===== src/rtl/trap_ctrl.sv =====
// Trap sequencer in front of the CSR write/address port: saves mepc/mcause, then vectors to mtvec or returns via mepc.
// Latency: a trap stalls for 3 cycles (mepc write, mcause write, redirect); mret stalls for 1 cycle (redirect).
// Backpressure: none accepted; the core is frozen via stall and all decode events are ignored outside IDLE.
module trap_ctrl #(
    parameter logic [11:0] ADDR_MEPC     = 12'h041,
    parameter logic [11:0] ADDR_MCAUSE   = 12'h042,
    parameter logic [11:0] ADDR_MTVEC    = 12'h005,
    parameter logic [31:0] CAUSE_ILLEGAL = 32'd2,
    parameter logic [31:0] CAUSE_EBREAK  = 32'd3,
    parameter logic [31:0] CAUSE_ECALL   = 32'd11
) (
    input  logic        clk,
    input  logic        rst_n,
    input  logic        ecall,
    input  logic        ebreak,
    input  logic        illegal,
    input  logic        mret,
    input  logic [31:0] pc_in,
    input  logic        inst_csr_w,
    input  logic [11:0] inst_csr_addr,
    input  logic [31:0] inst_csr_wdata,
    input  logic [31:0] csr_rdata,
    output logic        csr_w,
    output logic [11:0] csr_addr,
    output logic [31:0] csr_wdata,
    output logic        stall,
    output logic        redirect_valid,
    output logic [31:0] redirect_pc
);

    typedef enum logic [2:0] {
        IDLE,
        SAVE_EPC,
        SAVE_CAUSE,
        VECTOR,
        RET
    } state_t;

    state_t      state;
    logic [31:0] epc_q;
    logic [31:0] cause_q;
    logic        trap;
    logic [31:0] cause_sel;
    logic [31:0] rdata_aligned;

    assign trap          = ecall | ebreak | illegal;
    assign rdata_aligned = csr_rdata & 32'hFFFF_FFFC;

    always_comb begin
        cause_sel = CAUSE_ECALL;
        if (illegal)
            cause_sel = CAUSE_ILLEGAL;
        else if (ebreak)
            cause_sel = CAUSE_EBREAK;
    end

    always_ff @(posedge clk) begin
        if (!rst_n) begin
            state   <= IDLE;
            epc_q   <= 32'd0;
            cause_q <= 32'd0;
        end else begin
            case (state)
                IDLE: begin
                    // A trap outranks a simultaneous mret; the mret is simply dropped.
                    if (trap) begin
                        state   <= SAVE_EPC;
                        epc_q   <= pc_in & 32'hFFFF_FFFC;
                        cause_q <= cause_sel;
                    end else if (mret) begin
                        state <= RET;
                    end
                end
                SAVE_EPC:   state <= SAVE_CAUSE;
                SAVE_CAUSE: state <= VECTOR;
                VECTOR:     state <= IDLE;
                RET:        state <= IDLE;
                default:    state <= IDLE;
            endcase
        end
    end

    always_comb begin
        csr_w          = 1'b0;
        csr_addr       = 12'd0;
        csr_wdata      = 32'd0;
        stall          = 1'b0;
        redirect_valid = 1'b0;
        redirect_pc    = 32'd0;
        if (rst_n) begin
            case (state)
                IDLE: begin
                    csr_w     = inst_csr_w & ~trap & ~mret;
                    csr_addr  = inst_csr_addr;
                    csr_wdata = inst_csr_wdata;
                end
                SAVE_EPC: begin
                    stall     = 1'b1;
                    csr_w     = 1'b1;
                    csr_addr  = ADDR_MEPC;
                    csr_wdata = epc_q;
                end
                SAVE_CAUSE: begin
                    stall     = 1'b1;
                    csr_w     = 1'b1;
                    csr_addr  = ADDR_MCAUSE;
                    csr_wdata = cause_q;
                end
                VECTOR: begin
                    // The CSR file reads combinationally, so mtvec is valid this same cycle.
                    stall          = 1'b1;
                    csr_addr       = ADDR_MTVEC;
                    redirect_valid = 1'b1;
                    redirect_pc    = rdata_aligned;
                end
                RET: begin
                    stall          = 1'b1;
                    csr_addr       = ADDR_MEPC;
                    redirect_valid = 1'b1;
                    redirect_pc    = rdata_aligned;
                end
                default: begin
                    stall = 1'b1;
                end
            endcase
        end
    end

endmodule


===== config.mk =====
export PLATFORM = sky130hd
export DESIGN_NAME = trap_ctrl
export DESIGN_NICKNAME = d
export VERILOG_FILES = /design/src/rtl/trap_ctrl.sv
export SDC_FILE = /design/constraint.sdc
export NUM_CORES = 1
export LEC_CHECK = 0
export ABC_CLOCK_PERIOD_IN_PS = 2000
export CORE_ASPECT_RATIO = 0.6
export CORE_UTILIZATION = 33
export CTS_BUF_LIST = sky130_fd_sc_hd__clkbuf_4 sky130_fd_sc_hd__clkbuf_8 sky130_fd_sc_hd__clkbuf_16
export DETAILED_ROUTE_END_ITERATION = 8
export PLACE_DENSITY = 0.82
export SLEW_MARGIN = 20
export SYNTH_ARGS = -nofsm -noshare
export SYNTH_HDL_FRONTEND = slang
export SYNTH_SLANG_ARGS = --single-unit

===== constraint.sdc =====
create_clock -name clk -period 2 [get_ports clk]
set_clock_uncertainty 0.2 [all_clocks]
set_input_delay 0.4 -clock clk [delete_from_list [all_inputs] [get_ports clk]]
set_output_delay 0.4 -clock clk [all_outputs]
set_load 0.05 [all_outputs]

; Word-level counts from Yosys, hierarchy flattened
; Cells that the tools add are included.
[totals]
reg_bits = 65
input_bits = 115
elab_cells = 36
[classes]
eq_ne = 5
reduce_logical = 5
muxes = 17
n_bitwise = 6
[ops]
columns = cell, n
row1 = $mux W32, 4
row2 = $pmux W32 S3, 1
row3 = $pmux W12 S4, 1
row4 = $mux W12, 1
row5 = $pmux W3 S3, 1
row6 = $eq A3 B2 Y1 const B, 2
row7 = $mux W3, 2
row8 = $reduce_or A2 Y1, 3
row9 = $mux W1, 5
row10 = $mux W4, 1
row11 = $eq A3 B1 Y1 const B, 1
row12 = $eq A3 B3 Y1 const B, 1
row13 = $logic_not A3 Y1, 1
row14 = $ne A3 B3 Y1 const B, 1
row15 = $and A1 B1 Y1, 2
row16 = $not A1 Y1, 2
row17 = $or A1 B1 Y1, 2
row18 = $pmux W1 S2, 1
row19 = $reduce_and A2 Y1, 1

; Longest topological paths before layout
; Gate-level depths: netlist of run 1.
[logic_depth]
word_depth = 7
mapped_depth = 6
ltp_nobuf = 3

; Least setup slack after synthesis of run 1
; No wires, ideal clock.
[synth_path]
path_kind = flip-flop to output port
start = register state[1]
end = output port csr_w
t_arrival_ns = 1.790
path_stages_with_launch = 6
slack_ns = -0.390
path_buffers = 2
cell_sequence = dfxtp_1 > buf_2 > nor3_2 > buf_2 > nand4b_1 > a21oi_1
[synth_via]
elab_chain_cells = 4
word_cells_on_any_way = 6
[synth_rtl]
columns = element, line_no
row1 = "start, declared", 39  ; state_t state;
row2 = "start signal, assigned", 59  ; state <= IDLE;
row3 = "start signal, assigned", 67  ; state <= SAVE_EPC;
row4 = "start signal, assigned", 71  ; state <= RET;
row5 = $eq A3 B2 Y1 / $eq A3 B1 Y1 (equally long branches), 91  ; case (state)
row6 = $reduce_or A2 Y1 (no source line), --
row7 = $pmux W1 S2 (*), 91
row8 = $mux W1 (*), 90  ; if (rst_n) begin
row9 = "end, declared", 23  ; output logic csr_w,
; Every way passes the cells marked *; elsewhere a longest branch is shown, timed or not.

; Worst setup path in the final report of run 1
[layout_path]
start = register state[2]
end = output port redirect_pc[11]
[layout_via]
elab_chain_cells = 4
word_cells_on_any_way = 5
[layout_rtl]
columns = element, line_no
row1 = $eq A3 B3 Y1 / $eq A3 B2 Y1 (equally long branches), 91
row2 = $reduce_or A2 Y1 (no source line) (*), --
row3 = $mux W32 (*), 91
row4 = $mux W32 (*), 90
row5 = "end, declared", 28  ; output logic [31:0] redirect_pc
; Marked as above.

==> impl_results.md, run 1 <==
- Run status: complete, but fails checks
- Failing checks: setup timing
- FF-to-FF End: epc_q[26]
- Commonest non-fill, non-tap cell in the layout: clkdlybuf4s50_1
- Finished Layout Cells: 598
- Number of synthesized register bits: 36
- Min Hold Slack: ~0.26 ns
- Max stage delay cell, worst path: or3b_4
- Global Route Usage Sum: between 20% and 30%
- Hold path start: epc_q[19]
- Layout cell share with drive strength beyond 1: a little under half
- Hold_buf cts: 0
- Util after Layout: between 90% and 100%
- Final WS setup: -0.3529 ns
- DRC viols: 0
- Tot Pwr: 3.452 mW
- Post-Place Setup Slack: -0.2276 ns
- Routed length per instance: about 20 um
- Post-Route WL: 11990 um
- Top Ports: 194
- Final worst path period need: between 2 and 2.5 ns
- Final hold violations: 0
- Buffers on Ports: 187
- Worst stage delay on the critical path: about 0.4 ns
- Routed vias: ~3.1k
- Clock slew at reported path FFs: 0.06 ns
- Max FO, Critical Path: 8
- R2R Path Start: state[2]
- Die Height: about 67 um
- CTS tree: yes
- Total gr overflow: 0
- Vias/cell: 5.104
- Dpl cell area: approximately 5400 um2
- Pin count of the biggest net entering global routing: 43
- Inst Count DP: 570
- Core Rows: 23
- Worst setup EP type: output pin
- Hold path depth: 2
- Seq/Total Area, Yosys: 31.15%
- H-Tree Depth: 2
- Synth Instances: 300
- Fmax achieved: 425.0 MHz
- Worst setup SP type: register
- Placeable Area: approximately 6700 um2
- Synth Warn #: 0
- Worst VDD drop: 0.0005302 V
- PD cells: ~570 nW/um2
- Die width: between 100 and 150 um
- Multi-input logic area: 1873 um2
- Syn_area_per_cell: just under 8 um2
- Die area: between 7000 and 8000 um2
- DP Wirelength: about 7900 um
- Initial antenna violation count: 0
- TritonCTS Sinks: 36
- Fill cell count: roughly 260
- Fin nets: 625
- Slew Limit Fails: 0
- Library cells used by synthesis: 30
- Worst r2r path cells: 7
- P&R area growth vs syn: 164.0%
- Crit path DAT: 1.75 ns
- ANT nets after route: 0
- Hold EP: epc_q[19]
- Number of global-route vias before repair: about 3.0k
- First-pass GRT wire length: 15750 um
- Initial DRC count: around 160
- CP Buf/Inv Count: 3
- Static leakage: around 2.5 nW
- Most used cell, CP: buf_12
- Design area: ~6100 um2
- Register Area: between 700 and 800 um2
- Clock Path Buffers: 2
- Crit Path Class: reg -> out
- Final worst-path cycle share: 117.6%
- Hold Crit Class: reg -> reg
- CP required: around 1.4 ns
- Most frequent cells in the layout: 109 x clkdlybuf4s50_1, 87 x buf_12, 63 x nand2_1
- Register-to-register setup slack: -0.04 ns
- Final setup fails: 75
- TritonCTS buffer count: 5
- DR pass1 iterations: 6
- Placer Congestion: approximately 0.80
- RSZ-0062 raised after global routing: true
- Max cap viols: 0
- Netlist Area Pre-Place: between 2000 and 2500 um2
- Worst-skew pair later-pin latency: between 0.2 and 0.3 ns
- Crit-path cells: or3b_4 -> a21boi_4 -> buf_6 -> buf_12 -> and2_4 -> buf_12
- Starting density of the core: 34.36%
- Total Neg Setup Slack: -21.45 ns
- CTS Root Cell: clkbuf_16
- Largest delay share family, worst path: simple AND/OR/NAND/NOR gates
- Ant diodes: 0
## worst max-delay path by stage
stage	from	endpoint	slack (ns)	cells after the start
4_1_cts	state[2]	redirect_pc[12]	-0.34	6
2_1_floorplan	state[1]	csr_w	-0.11	5
5_1_grt	state[0]	csr_w	-0.40	7
6_report	state[2]	redirect_pc[11]	-0.35	6
3_5_place_dp	ebreak	csr_w	-0.23	5
3_3_place_gp	ebreak	csr_w	-0.15	5
## routing by layer
metal | global-route usage (%) | share of wire (%) | vias to the layer above
met1 | 32.55 | 38 | 1459
met3 | 9.589 | 8.0 | 30
met2 | 52.81 | 51 | 142
met5 | 0 | 0 | -
met4 | 7.895 | 2.9 | 0
li1 | - | - | 1421
## logic make-up after synthesis
kind of cell	after synthesis	synth area share, %
other	1	0.1621
DFF	36	31.15
and+or+nand+nor	158	32.77
AOI/OAI and AO/OA	41	13.09
muxes	33	14.28
buffers and inverters	31	8.545
## layout make-up
class,instances,share of cell area [%]
Sequential cell,36,11.86
Inverter,1,0.06146
Multi-Input combinational cell,234,30.67
Clock inverter,1,0.1229
Timing Repair Buffer,232,53.10
Tap cell,87,1.782
Clock buffer,7,2.397
## Yosys cell counts
master / number / area, um2
a21boi_2: 1 / 11.26
a21oi_1: 4 / 20.02
a22oi_1: 29 / 217.7
and2_1: 31 / 193.9
and3_1: 8 / 50.05
buf_12: 3 / 60.06
buf_2: 8 / 40.04
buf_4: 4 / 30.03
buf_6: 1 / 11.26
clkbuf_1: 14 / 52.55
conb_1: 1 / 3.750
dfxtp_1: 36 / 720.7
inv_1: 1 / 3.750
mux2i_1: 33 / 330.3
nand2_1: 65 / 244.0
nand2b_1: 2 / 12.51
nand3b_1: 2 / 15.01
nand4b_1: 1 / 8.760
nor2_1: 40 / 150.1
nor2_8: 1 / 20.02
nor2b_1: 1 / 6.260
nor3_1: 2 / 10.01
nor3_2: 2 / 20.02
nor3b_1: 1 / 7.510
o2111a_1: 1 / 11.26
o211a_1: 1 / 10.01
o21a_1: 3 / 22.52
o21ai_0: 2 / 10.01
or3_4: 1 / 11.26
or3b_1: 1 / 8.760
## flip-flops by register name, summed over array words and instances (netlist names)
signal and cells:
epc_q 30, cause_q 3, state 3
## worst register-to-register path, cell delays in order, from the launching register on
cell	delay, ns
dfxtp_2	0.33
buf_4	0.14
or3_4	0.40
buf_6	0.14
buf_6	0.12
nor2_8	0.10
buf_12	0.19
mux2i_1	0.32
## what timing repair did
action / in CTS / in global routing
buffers inserted: 5 / 8
resized for setup: 44 / 34
gates cloned: 2 / 6
endpoints found under the setup margin: 74 / 77
pin swaps: 22 / 23
## power breakdown
part	switching, mW	total (mW)	internal, mW
clock	0.302	0.811	0.510
combinational	0.869	1.80	0.928
sequential	0.0529	0.843	0.790
No activity file was read; power rests on OpenSTA's default activity.
==> run 2, diff against run 1 <==
--- a/config.mk
+++ b/config.mk
@@ -5,12 +5,12 @@
 export SDC_FILE = /design/constraint.sdc
 export NUM_CORES = 1
 export LEC_CHECK = 0
-export ABC_CLOCK_PERIOD_IN_PS = 2000
+export ABC_CLOCK_PERIOD_IN_PS = 2850
 export CORE_ASPECT_RATIO = 0.6
-export CORE_UTILIZATION = 33
+export CORE_UTILIZATION = 35
 export CTS_BUF_LIST = sky130_fd_sc_hd__clkbuf_4 sky130_fd_sc_hd__clkbuf_8 sky130_fd_sc_hd__clkbuf_16
 export DETAILED_ROUTE_END_ITERATION = 8
-export PLACE_DENSITY = 0.82
+export PLACE_DENSITY = 0.87
 export SLEW_MARGIN = 20
 export SYNTH_ARGS = -nofsm -noshare
 export SYNTH_HDL_FRONTEND = slang
==> constraint.sdc (replaced) <==
create_clock -name clk -period 2.85 [get_ports clk]
set_clock_uncertainty 0.2 [all_clocks]
set_input_delay 0.57 -clock clk [delete_from_list [all_inputs] [get_ports clk]]
set_output_delay 0.57 -clock clk [all_outputs]
set_load 0.05 [all_outputs]
==> run 2 against run 1 <==
The run now ends clean. Wire length down 28%. Power shrank 45%. First-iteration DRC count is 1.3% higher. Final area decreased by 17%. Sequential power is 30% lower. Flip-flop and latch count unchanged. Via count shrank 8.9%. Core utilization decreased by 9.6 points.
==> impl_results.md, run 2 (same netlist as run 1, synthesis figures left out) <==
- Run status: finished clean
- Most frequent cells in the layout: 109 x clkdlybuf4s50_1, 77 x buf_12, 65 x nand2_1
- Static leakage: 2.115 nW
- CTS Root Cell: clkbuf_8
- Crit Path Class: reg -> out
- PD cells: 373.4 nW/um2
- Routed vias: roughly 2.8k
- Global Route Usage Sum: 25.62%
- Max FFs per register: 30
- Register-to-register setup slack: between 0.8 and 0.9 ns
- Hold Crit Class: reg -> reg
- Hold EP: epc_q[23]
- Total Neg Setup Slack: 0 ns
- Hold path depth: 2
- Max FO, Critical Path: 31
- DRC viols: 0
- Number of global-route vias before repair: roughly 2.7k
- TritonCTS buffer count: 5
- Max stage delay cell, worst path: dfxtp_1
- Die Height: 64.98 um
- Worst VDD drop: 0.0002533 V
- Initial antenna violation count: 0
- Register Area: between 700 and 800 um2
- Total gr overflow: 0
- Post-Route WL: between 8000 and 9000 um
- Clock Path Buffers: 2
- Postcts setup bufs: 0
- Post-Place Setup Slack: between 0.2 and 0.3 ns
- Worst stage delay on the critical path: roughly 0.44 ns
- Slew Limit Fails: 0
- Placeable Area: roughly 6200 um2
- DP Wirelength: a little over 7000 um
- Biggest register: epc_q
- Final worst-path cycle share: a little over nine tenths
- Vias/cell: between 4 and 5
- P&R area growth vs syn: 118.9%
- Layout cell share with drive strength beyond 1: 22.13%
- CP required: 2.08 ns
- Die area: between 6000 and 7000 um2
- ANT nets after route: 0
- Core Rows: 22
- Initial DRC count: around 160
- Ant diodes: 0
- R2R Path Start: state[1]
- RSZ-0062 raised after global routing: false
- Multi-input logic area: between 1000 and 1500 um2
- Pin count of the biggest net entering global routing: 40
- Commonest non-fill, non-tap cell in the layout: clkdlybuf4s50_1
- Clock slew at reported path FFs: 0.07 ns
- Worst setup SP type: register
- Biggest regs: epc_q: 30 flops, cause_q: 3 flops, state: 3 flops
- TritonCTS Sinks: 36
- Hold path start: epc_q[23]
- Largest delay share family, worst path: simple AND/OR/NAND/NOR gates
- Crit-path cells: or3b_1 -> a21boi_2 -> buf_4 -> and2_1 -> buf_12
- Worst setup EP type: output pin
- Final setup fails: 0
- Crit path DAT: approximately 2.0 ns
- Buffers on Ports: between 150 and 200
- FF-to-FF End: epc_q[28]
- Top Ports: slightly below 200
- Worst r2r path cells: 5
- Routed length per instance: about 15 um
- DR pass1 iterations: 4
- Worst-skew pair later-pin latency: ~0.28 ns
- Fmax achieved: about 370 MHz
- Final WS setup: about 0.13 ns
- CP Buf/Inv Count: 2
- Fin nets: about 590
- Die width: between 100 and 150 um
- Final worst path period need: about 2.7 ns
- Placer Congestion: ~0.8
- Final hold violations: 0
- Max cap viols: 0
- Starting density of the core: 37.02%
- First-pass GRT wire length: 13850 um
- CTS tree: yes
- H-Tree Depth: 2
- Fill cell count: around 400
[run 2: changes by cell type in the layout (fill, tap and decap cells not counted), moves of 9 or more]
| cell | before | now |
|---|---|---|
| clkbuf_16 | 9 | 0 |
| buf_12 | 87 | 77 |
| buf_6 | 14 | 0 |
| nor2_4 | 32 | 0 |
| nor2_1 | 6 | 40 |
| and2_1 | 0 | 31 |
| and2_4 | 31 | 0 |
[run 2: worst max path at each step]
stage                         from               to  slack [ns]  depth (start not counted)
final                     state[1]  redirect_pc[21]        0.13                          5
after CTS                 state[0]  redirect_pc[21]        0.06                          5
after global routing      state[1]  redirect_pc[21]       0.009                          5
after floorplan             ebreak            csr_w        0.16                          3
after global placement      ebreak            csr_w        0.32                          5
after detailed placement    ebreak            csr_w        0.28                          5
[run 2: metrics by stage]
| stage | area (um2) | total power [mW] | util, % | hold WS [ns] | std cells |
|---|---|---|---|---|---|
| 2_1_floorplan | 2317 | 1.090 | - | 0.2344 | 301 |
| 3_3_place_gp | 4982 | 1.536 | 79.74 | 0.2432 | 556 |
| 3_5_place_dp | 4982 | 1.563 | 79.74 | 0.2508 | 556 |
| 4_1_cts | 5064 | 1.906 | 81.04 | 0.2604 | 563 |
| 5_1_grt | 5065 | 1.979 | 81.06 | 0.2825 | 563 |
| 6_report | 5065 | 1.891 | 81.06 | 0.2587 | 563 |
[run 2: timing repair]
| action | in CTS | in global routing |
|---|---|---|
| resized for setup | 0 | 1 |
| endpoints found under the setup margin | 0 | 49 |
| hold buffers | 0 | 0 |
[run 2: layout make-up]
type,count,share of cell area (%)
clock buffers,6,1.507
well taps,84,2.075
inverters,1,0.07411
multi-input cells,234,27.84
flip-flops and latches,36,14.25
clock inverters,1,0.09881
repair buffers,201,54.15
[run 2: tightest hold or removal path, cell delays in order, from the launching register on]
cell	delay [ns]
dfxtp_1	0.31
nand2_1	0.05
mux2i_1	0.05
[run 2: where the power goes]
part / switching (mW) / internal, mW / leakage [nW]
Clock: 0.167 / 0.176 / 0.0445
Sequential: 0.0365 / 0.554 / 0.297
Combinational: 0.476 / 0.483 / 1.77
[run 2: routing by layer]
metal	track usage, %	vias to the layer above	part of all wire, %
met1	31.24	1301	42
met3	6.137	12	6.4
met4	5.651	0	1.4
li1	-	1356	-
met2	45.81	111	50
met5	0	-	0
